### src/rtl/mips_pkg.sv
// Shared definitions for the MIPS memory arbiter: size defaults, FSM state
// encoding and requester IDs.
package mips_pkg;

    localparam int AW_DEF           = 10;
    localparam int DW_DEF           = 32;
    localparam int STARVE_LIMIT_DEF = 3;

    typedef enum logic [1:0] {
        ST_IDLE  = 2'd0,
        ST_GRANT = 2'd1,
        ST_RESP  = 2'd2
    } state_t;

    typedef enum logic [1:0] {
        ID_LD   = 2'd0,
        ID_DM   = 2'd1,
        ID_IF   = 2'd2,
        ID_NONE = 2'd3
    } req_id_t;

    // One-hot {ld, dm, if} pattern used for both the grant and ack triples.
    function automatic logic [2:0] id_onehot(input req_id_t id);
        logic [2:0] oh;
        case (id)
            ID_LD:   oh = 3'b100;
            ID_DM:   oh = 3'b010;
            ID_IF:   oh = 3'b001;
            default: oh = 3'b000;
        endcase
        return oh;
    endfunction

endpackage

### src/rtl/mips_prio_pick.sv
// Three-way fixed-priority picker (loader > data > fetch); the boost input
// lets a starved fetch jump ahead of data but never ahead of the loader.
module mips_prio_pick
    import mips_pkg::*;
(
    input  logic    ld_req,
    input  logic    dm_req,
    input  logic    if_req,
    input  logic    if_boost,
    output logic    valid,
    output req_id_t id
);

    // Winner selection
    always_comb begin
        valid = 1'b1;
        id    = ID_NONE;
        if (ld_req) begin
            id = ID_LD;
        end else if (if_boost && if_req) begin
            id = ID_IF;
        end else if (dm_req) begin
            id = ID_DM;
        end else if (if_req) begin
            id = ID_IF;
        end else begin
            valid = 1'b0;
            id    = ID_NONE;
        end
    end

endmodule

### src/rtl/mips_mem_arbiter.sv
// Arbitrates the loader, MEM-stage data and instruction-fetch ports onto one
// single-port synchronous-read memory, one access every two cycles at best.
module mips_mem_arbiter
    import mips_pkg::*;
#(
    parameter int AW           = AW_DEF,
    parameter int DW           = DW_DEF,
    parameter int STARVE_LIMIT = STARVE_LIMIT_DEF
) (
    input  logic          clk,
    input  logic          reset,
    input  logic          ld_req,
    input  logic          ld_we,
    input  logic [AW-1:0] ld_addr,
    input  logic [DW-1:0] ld_wdata,
    output logic          ld_gnt,
    output logic          ld_ack,
    input  logic          dm_req,
    input  logic          dm_we,
    input  logic [AW-1:0] dm_addr,
    input  logic [DW-1:0] dm_wdata,
    output logic          dm_gnt,
    output logic          dm_ack,
    input  logic          if_req,
    input  logic [AW-1:0] if_addr,
    output logic          if_gnt,
    output logic          if_ack,
    input  logic          halted,
    output logic [DW-1:0] rdata,
    output logic          mem_en,
    output logic          mem_we,
    output logic [AW-1:0] mem_addr,
    output logic [DW-1:0] mem_wdata,
    input  logic [DW-1:0] mem_rdata
);

    localparam int           CW    = $clog2(STARVE_LIMIT + 1);
    localparam logic [CW-1:0] LIMIT = CW'(STARVE_LIMIT);

    state_t        state_r;
    req_id_t       cur_id_r;
    logic          cur_we_r;
    logic [CW-1:0] starve_cnt_r;

    logic          fetch_wait_s;
    logic          arb_s;
    logic          boost_s;
    logic          pick_valid_s;
    req_id_t       pick_id_s;
    logic          win_we_s;
    logic [AW-1:0] win_addr_s;
    logic [DW-1:0] win_wdata_s;

    assign fetch_wait_s = if_req && !halted;
    assign arb_s        = (state_r == ST_IDLE) || (state_r == ST_RESP);
    assign boost_s      = (starve_cnt_r >= LIMIT);

    mips_prio_pick u_pick (
        .ld_req   (ld_req),
        .dm_req   (dm_req),
        .if_req   (fetch_wait_s),
        .if_boost (boost_s),
        .valid    (pick_valid_s),
        .id       (pick_id_s)
    );

    // Route the winning requester's command toward the memory registers
    always_comb begin
        win_we_s    = 1'b0;
        win_addr_s  = '0;
        win_wdata_s = '0;
        case (pick_id_s)
            ID_LD: begin
                win_we_s    = ld_we;
                win_addr_s  = ld_addr;
                win_wdata_s = ld_wdata;
            end
            ID_DM: begin
                win_we_s    = dm_we;
                win_addr_s  = dm_addr;
                win_wdata_s = dm_wdata;
            end
            ID_IF: begin
                win_we_s    = 1'b0;
                win_addr_s  = if_addr;
                win_wdata_s = '0;
            end
            default: begin
                win_we_s    = 1'b0;
                win_addr_s  = '0;
                win_wdata_s = '0;
            end
        endcase
    end

    // Arbitration FSM with registered grant, ack and memory command outputs
    always_ff @(posedge clk) begin
        if (reset) begin
            state_r   <= ST_IDLE;
            cur_id_r  <= ID_NONE;
            cur_we_r  <= 1'b0;
            ld_gnt    <= 1'b0;
            dm_gnt    <= 1'b0;
            if_gnt    <= 1'b0;
            ld_ack    <= 1'b0;
            dm_ack    <= 1'b0;
            if_ack    <= 1'b0;
            mem_en    <= 1'b0;
            mem_we    <= 1'b0;
            mem_addr  <= '0;
            mem_wdata <= '0;
        end else begin
            ld_gnt <= 1'b0;
            dm_gnt <= 1'b0;
            if_gnt <= 1'b0;
            ld_ack <= 1'b0;
            dm_ack <= 1'b0;
            if_ack <= 1'b0;
            mem_en <= 1'b0;
            mem_we <= 1'b0;
            case (state_r)
                ST_IDLE, ST_RESP: begin
                    if (pick_valid_s) begin
                        state_r                  <= ST_GRANT;
                        cur_id_r                 <= pick_id_s;
                        cur_we_r                 <= win_we_s;
                        {ld_gnt, dm_gnt, if_gnt} <= id_onehot(pick_id_s);
                        mem_en                   <= 1'b1;
                        mem_we                   <= win_we_s;
                        mem_addr                 <= win_addr_s;
                        mem_wdata                <= win_wdata_s;
                    end else begin
                        state_r <= ST_IDLE;
                    end
                end
                ST_GRANT: begin
                    state_r                  <= ST_RESP;
                    {ld_ack, dm_ack, if_ack} <= id_onehot(cur_id_r);
                end
                default: begin
                    state_r <= ST_IDLE;
                end
            endcase
        end
    end

    // Starvation counter: counts data grants that overtook a waiting fetch
    always_ff @(posedge clk) begin
        if (reset) begin
            starve_cnt_r <= '0;
        end else if (!fetch_wait_s) begin
            starve_cnt_r <= '0;
        end else if (arb_s && pick_valid_s) begin
            if (pick_id_s == ID_IF) begin
                starve_cnt_r <= '0;
            end else if (pick_id_s == ID_DM && !boost_s) begin
                starve_cnt_r <= starve_cnt_r + CW'(1);
            end else begin
                starve_cnt_r <= starve_cnt_r;
            end
        end else begin
            starve_cnt_r <= starve_cnt_r;
        end
    end

    // Read data comes straight from the memory's registered output during RESP
    always_comb begin
        if (state_r == ST_RESP && !cur_we_r) begin
            rdata = mem_rdata;
        end else begin
            rdata = '0;
        end
    end

endmodule

### config.mk
export PLATFORM = sky130hd
export DESIGN_NAME = mips_mem_arbiter
export DESIGN_NICKNAME = d
export VERILOG_FILES = /design/src/rtl/mips_pkg.sv /design/src/rtl/mips_prio_pick.sv /design/src/rtl/mips_mem_arbiter.sv
export SDC_FILE = /design/constraint.sdc
export NUM_CORES = 1
export LEC_CHECK = 0
export ABC_AREA = 1
export CORE_MARGIN = 1.5
export CORE_UTILIZATION = 38
export CTS_BUF_LIST = sky130_fd_sc_hd__clkbuf_16
export CTS_CLUSTER_DIAMETER = 50
export DETAILED_ROUTE_END_ITERATION = 8
export PLACE_DENSITY = 0.95
export SLEW_MARGIN = 40
export SYNTH_ARGS = -nofsm -noshare
export SYNTH_HDL_FRONTEND = slang
export SYNTH_SLANG_ARGS = --single-unit
### constraint.sdc
create_clock -name clk -period 3.7 [get_ports clk]
set_input_delay 0.37 -clock clk [delete_from_list [all_inputs] [get_ports clk]]
set_output_delay 0.37 -clock clk [all_outputs]
set_load 0.02 [all_outputs]
Yosys cells after proc, flatten, opt, wreduce, memory -nomap -nowiden
Index checks and enable logic that the tools add are counted.

Bits in registers: 57. Input port bits: 134. Output and inout port bits: 82. Logic and storage cells: 65.

Add/sub/neg operators: 1. Order comparisons: 1. Equal/unequal tests: 6. Multiplexer cells: 19. Bitwise operators: 4. Reduce and logical (&&, ||, !) cells: 20.

Operator list (count): case mux 32 bit (2 select lines) (1); 2-to-1 mux 32 bit (1); case mux 10 bit (3 select lines) (1); case mux 3 bit (3 select lines) (2); 2-to-1 mux 2 bit (5); OR reduction 2 bit (4); 2-to-1 mux 1 bit (7); == test 2 x 1 -> 1 bit, second input constant (3); == test 2 bit, second input constant (3); zero test 2 bit (3); logical AND 1 bit (5); NOT 1 bit (4); case mux 2 bit (2 select lines) (1); AND reduction 2 bit (2); zero test 1 bit (3); OR reduction 3 bit (1); adder 2 x 1 -> 2 bit, second input constant (1); >= comparator 2 bit, second input constant (1); case mux 1 bit (2 select lines) (1); nonzero test 2 bit (1); logical OR 1 bit (1).

Depth between registers and ports, before layout
Gate-level depths: netlist (run 1).

Word-level depth: 10. Mapped depth: 9. Gate-level depth less buffers: 8.

By module
A second synthesis (run 1) with hierarchy kept.

Cells, all modules: 444. Area total of the unflattened synthesis: 2905.3 um^2.

Modules (own cells, without submodules): mips_mem_arbiter (times used 1, cells each 433, area an instance 2861.5 um^2, sequential area each 1141.1 um^2); mips_prio_pick (times used 1, cells each 11, area an instance 43.8 um^2, sequential area each 0.0 um^2).

Worst setup path before layout (run 1)
Ideal clock, no wire load.

Path type: register to output. From: reg state_r[0]. To: out rdata[10]. Arrival time: 1062 ps. Slack: 2268 ps. Cell stages (with the launch flop): 5. Path buffers: 1. Path through: dfxtp_1 -> inv_1 -> nand3b_1 -> clkbuf_1 -> nor2_1.

Cells in the longest elaborated chain, start to end: 3.

RTL lines: start, declared (line mips_mem_arbiter.sv:40) `state_t state_r;`; start signal, assigned (line mips_mem_arbiter.sv:99) `state_r <= ST_IDLE;`; start signal, assigned (line mips_mem_arbiter.sv:124) `state_r <= ST_GRANT;`; start signal, assigned (line mips_mem_arbiter.sv:133) `state_r <= ST_IDLE;`; == test 2 bit (line mips_mem_arbiter.sv:168) `if (state_r == ST_RESP && !cur_we_r) begin`; logical AND 1 bit (line mips_mem_arbiter.sv:168); 2-to-1 mux 32 bit (line mips_mem_arbiter.sv:168); end, declared (line mips_mem_arbiter.sv:29) `output logic [DW-1:0] rdata,`.

Every way passes these cells.

Worst setup path after layout (run 1)
From: reg state_r[0]. To: out rdata[11].

Same word-level chain as after synthesis.

==> run_results.csv, run 1 <==
group,metric,value,unit
floorplanning,io_pins,216,
grt,grt_usage,0.2346,
clock_network,cts_tree,"yes",
setup_path,crit_fanout,19,
synthesis,synth-seq-area-share,0.3783,
status,status,"finished, final reports clean",
clock_network,clock_sinks,57,
synthesis,synthArstFlopShare,0,
cells_and_area,drive_above_1_share,0.04964,
placement,dp.final_hpwl,7.575,mm
power_and_ir_drop,p_per_area,394.3,nW/um^2
clock_network,clk_path_buf_depth,2,
floorplanning,start_util,0.3924,
synthesis,synth_xor_area_frac,0,
synthesis,synth_top_cells_by_area,"dfxtp_1 (38%), nand2_1 (20%), nand3_1 (13%)",
cells_and_area,finalNonFillerCells,787,
synthesis,synth-seq-cells,57,
sta,tns,0,ns
floorplanning,die_height,92.10,um
sta,relSlewSlack,0.4844,
sta,worstMarginPinSlew,0.7722,ns
clock_network,ctsRootBufferMaster,"clkbuf_16",
sta,layout_worst_path_cycle_share,0.6914,
synthesis,yosys-mux-area-fraction,0,
detailed_routing,drt_first_iter_violations,147,
synthesis,synth_compound_area_frac,0.05350,
clock_network,clk_pin_slew,0.05,ns
synthesis,synth_edf_count,0,
hold_path,holdCritPathClass,"reg2reg",
cells_and_area,diodes,0,
detailed_routing,num_vias,3810,
power_and_ir_drop,ir_drop,0.3687,mV
clock_network,cts_setup_buffers,0,
flow_run,drv_cap,0,
setup_path,slowest_delay,0.61,ns
sta,rsz0062_at_grt,"false",
detailed_routing,drt_pass1_iterations,4,
cells_and_area,multiInputGateArea,1470,um^2
grt,grt-ovfl-total,0,
synthesis,synthSimpleGateAreaFrac,0.4297,
setup_path,cpLargestDelayFamily,"buffers and inverters",
placement,placement.io_buffers,215,
floorplanning,die_area,8482,um^2
cells_and_area,area_delta_synth_final,82.41,%
sta,fin_skew,0.004344,ns
synthesis,synth_nets,615,
synthesis,synth_top_area_share,0.3783,
detailed_routing,via_per_inst,4.841,
synthesis,synth_flop_cell,"dfxtp_1",
synthesis,synth_cells,480,
setup_path,crit_slowest_cell,"clkdlybuf4s50_1",
synthesis,ys_top_cells_by_count,"nand2_1 (159), nand3_1 (78), dfxtp_1 (57), nor2_1 (57), inv_1 (53)",
synthesis,synth_top_family_by_area,"simple AND/OR/NAND/NOR gates",
grt,antenna_found_initial,0,
detailed_routing,detail-route-antenna-nets,0,
power_and_ir_drop,p_leak,2.622,nW
grt,grt_pass1_vias,3615,
floorplanning,core_area,7687,um^2
synthesis,synth_fa_ha_area_frac,0.004148,
detailed_routing,drc,0,
cells_and_area,regArea,1141,um^2
clock_network,clk_latency,0.31,ns
clock_network,numCtsBuffers,9,
clock_network,cts_resized,0,
sta,finalSetupViolations,0,
setup_path,crit_chain,"inv_1 -> nand3b_1 -> buf_8 -> nor2_1 -> clkdlybuf4s50_1",
synthesis,post-synth-top-count-cell,"nand2_1",
setup_path,cp.arrival,2.19,ns
setup_path,endpoint_kind,"output port",
floorplanning,die_w,92.10,um
clock_network,cts_hold_buf,0,
cells_and_area,fillerInstances,586,
floorplanning,row_count,32,
detailed_routing,wl,10.14,mm
setup_path,critPathLaunchType,"flip-flop",
setup_path,path_class,"reg2out",
synthesis,ys_types,26,
sta,timing.fmax,390.9,MHz
placement,dp_cells,771,
sta,finalHoldViolations,0,
power_and_ir_drop,power.total,2.170,mW
setup_path,required,3.33,ns
synthesis,yosys_warnings,0,
grt,grt_start_max_net_pins,48,
cells_and_area,nets,815,
synthesis,syn_area,3017,um^2
setup_path,crit_buf_inv,3,
sta,fin_crit,2.558,ns
grt,grt_pass1_wl,16.12,mm
synthesis,avgSynthCellArea,6.285,um^2
sta,finalMaxSlewViolations,0,
placement,place_congestion,0.8485,
synthesis,synth_top_area_cell,"dfxtp_1",
detailed_routing,wire_per_inst,12.88,um
clock_network,h-tree-depth,3,
[report_power, final]
part           leakage (nW)  switching (mW)  total, mW  internal (mW)
Clock                 0.181           0.264      0.984          0.720
Sequential            0.469          0.0231      0.684          0.661
Combinational          1.97           0.243      0.502          0.259
[area by class of cell]
| class | count | share of cell area |
|---|---|---|
| repair buffers | 218 | 0.3975 |
| multi-input cells | 336 | 0.2672 |
| flip-flops and latches | 57 | 0.2074 |
| clock buffers | 9 | 0.04093 |
| inverters | 58 | 0.03956 |
| clock inverters | 7 | 0.02433 |
| well taps | 102 | 0.02319 |
[worst register-to-register path, cell delays in order, from the launching register on]
cell	delay, ns
dfxtp_1	0.31
ha_1	0.21
nand3_1	0.09
nand2_1	0.09
nand2_4	0.40
nand3_2	0.15
inv_2	0.44
nand2_1	0.19
nand2_1	0.11
[worst paths after layout]
path	cells after the start	startpoint	slack, ns	end
worst min-delay path	1	state_r[1]$_SDFF_PP0_	0.45	state_r[1]$_SDFF_PP0_
worst max-delay path	5	state_r[0]$_SDFF_PP0_	1.14	rdata[11]
worst max register to register	8	starve_cnt_r[0]$_SDFFE_PP0P_	1.67	cur_we_r$_SDFFE_PP0P_
worst min register to register	1	state_r[1]$_SDFF_PP0_	0.45	state_r[1]$_SDFF_PP0_
[through the flow]
step	setup WS, ns	util	area, um^2	hold slack, ns
6_report	1.142	0.7158	5503	0.4498
2_1_floorplan	2.268	-	3017	0.4106
5_1_grt	0.9831	0.7158	5503	0.4603
3_3_place_gp	1.259	0.6649	5111	0.4268
3_5_place_dp	1.067	0.6688	5141	0.4414
4_1_cts	1.145	0.7155	5500	0.4492
[cells by family (layout without fill, tap and decap cells)]
group | Yosys count | after routing
flops | 57 | 57
simple gates | 307 | 307
buf+inv | 87 | 292
fa+ha+maj | 1 | 1
compound gates | 28 | 28
[sequential cells by signal (all words and copies together), names as in the netlist, 2 cells and up]
signal	cells
cur_id_r	2
state_r	2
mem_wdata	32
mem_addr	10
starve_cnt_r	2
[metal layers]
metal / up-vias / share of wire / global-route usage
li1: 1879 / - / -
met1: 1723 / 0.37 / 0.2261
met2: 184 / 0.52 / 0.4636
met4: 0 / 0.027 / 0.08846
met5: - / 0 / 0
met3: 24 / 0.082 / 0.06551
[cell usage in the layout, fill, tap and decap left out]
cell type and count:
a21oi_1 13, a21oi_2 2, a21oi_4 1, buf_4 2, buf_8 2, bufinv_16 4
clkbuf_16 9, clkdlybuf4s50_1 214, clkinv_2 2, dfxtp_1 57, ha_1 1, inv_1 54
inv_2 5, nand2_1 159, nand2_2 2, nand2_4 1, nand3_1 78, nand3_2 2
nand3b_1 1, nand4_1 1, nor2_1 57, nor2_2 1, nor2_4 1, nor3_1 4
o21a_1 1, o21ai_0 11
No activity file was read; power rests on OpenSTA's default activity.
==> inputs of run 2 (changes only) <==
Settings changed: CORE_UTILIZATION 38 to 32, PLACE_DENSITY 0.95 to 0.89.
Clock period 3.7 ns to 2.1 ns, I/O delays scaled along.
==> run_results.csv, run 2 (same netlist as run 1, synthesis figures left out) <==
group,metric,value,unit
placement,dp.final_hpwl,7.684,mm
detailed_routing,drt_first_iter_violations,103,
setup_path,critical_path.startpoint,"state_r[0]$_SDFF_PP0_",
power_and_ir_drop,combPwrFrac,0.248,
sta,finalMaxSlewViolations,0,
placement,place_congestion,0.8299,
cells_and_area,regArea,1141,um^2
cells_and_area,final_cell_mix,"clkdlybuf4s50_1 (182), nand2_1 (159), nand3_1 (78)",
clock_network,clock_sinks,57,
setup_path,crit_fanout,32,
grt,grt-ovfl-total,0,
setup_path,critPathLaunchType,"flip-flop",
power_and_ir_drop,p_switching,931.5,uW
setup_path,path_class,"reg2out",
sta,rsz0062_at_grt,"false",
power_and_ir_drop,swShare,0.2598,
cells_and_area,layout_commonest_cell,"clkdlybuf4s50_1",
floorplanning,die_area,10020,um^2
floorplanning,die_w,100.1,um
grt,grt_pass1_wl,15.32,mm
cells_and_area,final_util,0.6031,
detailed_routing,drt_pass1_iterations,4,
sta,setup_ws,0.2557,ns
grt,grt_start_max_net_pins,46,
clock_network,clk_latency,0.31,ns
cells_and_area,drive_above_1_share,0.06196,
grt,grt_pass1_vias,3489,
placement,placement.io_buffers,215,
setup_path,cp.arrival,1.63,ns
floorplanning,start_util,0.3280,
sta,worstMarginPinSlew,0.4732,ns
sta,timing.fmax,542.2,MHz
sta,finalHoldViolations,0,
setup_path,r2r_cells,9,
floorplanning,row_count,35,
clock_network,ctsRootBufferMaster,"clkbuf_16",
setup_path,endpoint_kind,"output port",
grt,grt_usage,0.1894,
cells_and_area,diodes,0,
power_and_ir_drop,p_int,2.654,mW
power_and_ir_drop,p_seq_frac,0.337,
setup_path,reg2reg_from,"starve_cnt_r[0]$_SDFFE_PP0P_",
detailed_routing,wire_per_inst,12.27,um
detailed_routing,drc,0,
sta,layout_worst_path_cycle_share,0.8782,
power_and_ir_drop,power.total,3.585,mW
hold_path,hold_depth,3,
power_and_ir_drop,p_per_area,646.4,nW/um^2
grt,antenna_found_initial,0,
sta,fin_crit,1.844,ns
clock_network,h-tree-depth,3,
status,status,"finished, final reports clean",
detailed_routing,num_vias,3697,
clock_network,clk_pin_slew,0.05,ns
sta,relSlewSlack,0.6845,
cells_and_area,largest_registers,"mem_wdata: 32 flops, mem_addr: 10 flops",
power_and_ir_drop,p_leak,2.950,nW
hold_path,hold_start,"ld_req",
detailed_routing,detail-route-antenna-nets,0,
cells_and_area,nets,824,
clock_network,clk_path_buf_depth,2,
sta,finalSetupViolations,0,
hold_path,holdCritPathClass,"in2reg",
detailed_routing,wl,9.881,mm
cells_and_area,multiInputGateArea,1470,um^2
flow_run,drv_cap,0,
cells_and_area,largest_reg_flops,32,
detailed_routing,via_per_inst,4.593,
power_and_ir_drop,ir_drop,0.3829,mV
sta,fin_skew,0.005433,ns
power_and_ir_drop,power.share.clock,0.415,
clock_network,numCtsBuffers,9,
floorplanning,core_area,9196,um^2
cells_and_area,fillerInstances,811,
cells_and_area,area_delta_synth_final,83.87,%
placement,post-place-ws,0.2442,ns
sta,holdWs,0.4271,ns
floorplanning,io_pins,216,
sta,tns,0,ns
setup_path,required,1.89,ns
floorplanning,die_height,100.1,um
cells_and_area,largest_register,"mem_wdata",
clock_network,cts_tree,"yes",
==> run 2: cell type report <==
cell class | count | area share
Tap cell | 111 | 0.02504
Sequential cell | 57 | 0.2057
Timing Repair Buffer | 227 | 0.4088
Clock buffer | 9 | 0.04060
Multi-Input combinational cell | 336 | 0.2651
Inverter | 58 | 0.03925
Clock inverter | 7 | 0.01557
==> run 2: power groups by stage <==
stage,clock [mW],combinational [mW],sequential [mW]
2_1_floorplan,0,0.321,1.31
3_3_place_gp,0,0.887,1.22
3_5_place_dp,0,0.902,1.23
4_1_cts,1.52,0.896,1.21
5_1_grt,1.57,0.963,1.21
6_report,1.49,0.890,1.21
==> run 2: critical path: stages, from the launching register on <==
cell	delay [ns]
dfxtp_1	0.31
inv_1	0.19
nand3b_1	0.11
buf_4	0.23
nor2_1	0.14
dlygate4sd2_1	0.35
==> run 2: repair_timing <==
action,4_1_cts,5_1_grt
hold buffers,0,0
setup endpoints to repair,20,12
resized for setup,20,12
setup buffers,0,0
==> run 2: per-layer routing <==
metal / up-vias / track usage / share of wire
met5: - / 0 / 0
met4: 0 / 0.08451 / 0.021
met2: 163 / 0.3522 / 0.49
met1: 1617 / 0.2004 / 0.40
li1: 1893 / - / -
met3: 24 / 0.04805 / 0.087
==> run 2: path summary, 6_finish.rpt <==
path	to	slack, ns
hold / removal	ld_gnt$_SDFF_PP0_	0.43
setup reg to reg	mem_wdata[24]$_SDFFE_PP0P_	0.50
setup / recovery	rdata[6]	0.26
hold reg to reg	state_r[1]$_SDFF_PP0_	0.44
==> run 2: stage by stage <==
stage | cell area [um^2] | cells
4_1_cts | 5517 | 805
3_5_place_dp | 5230 | 789
6_report | 5547 | 805
2_1_floorplan | 3017 | 480
5_1_grt | 5547 | 805
3_3_place_gp | 5230 | 789
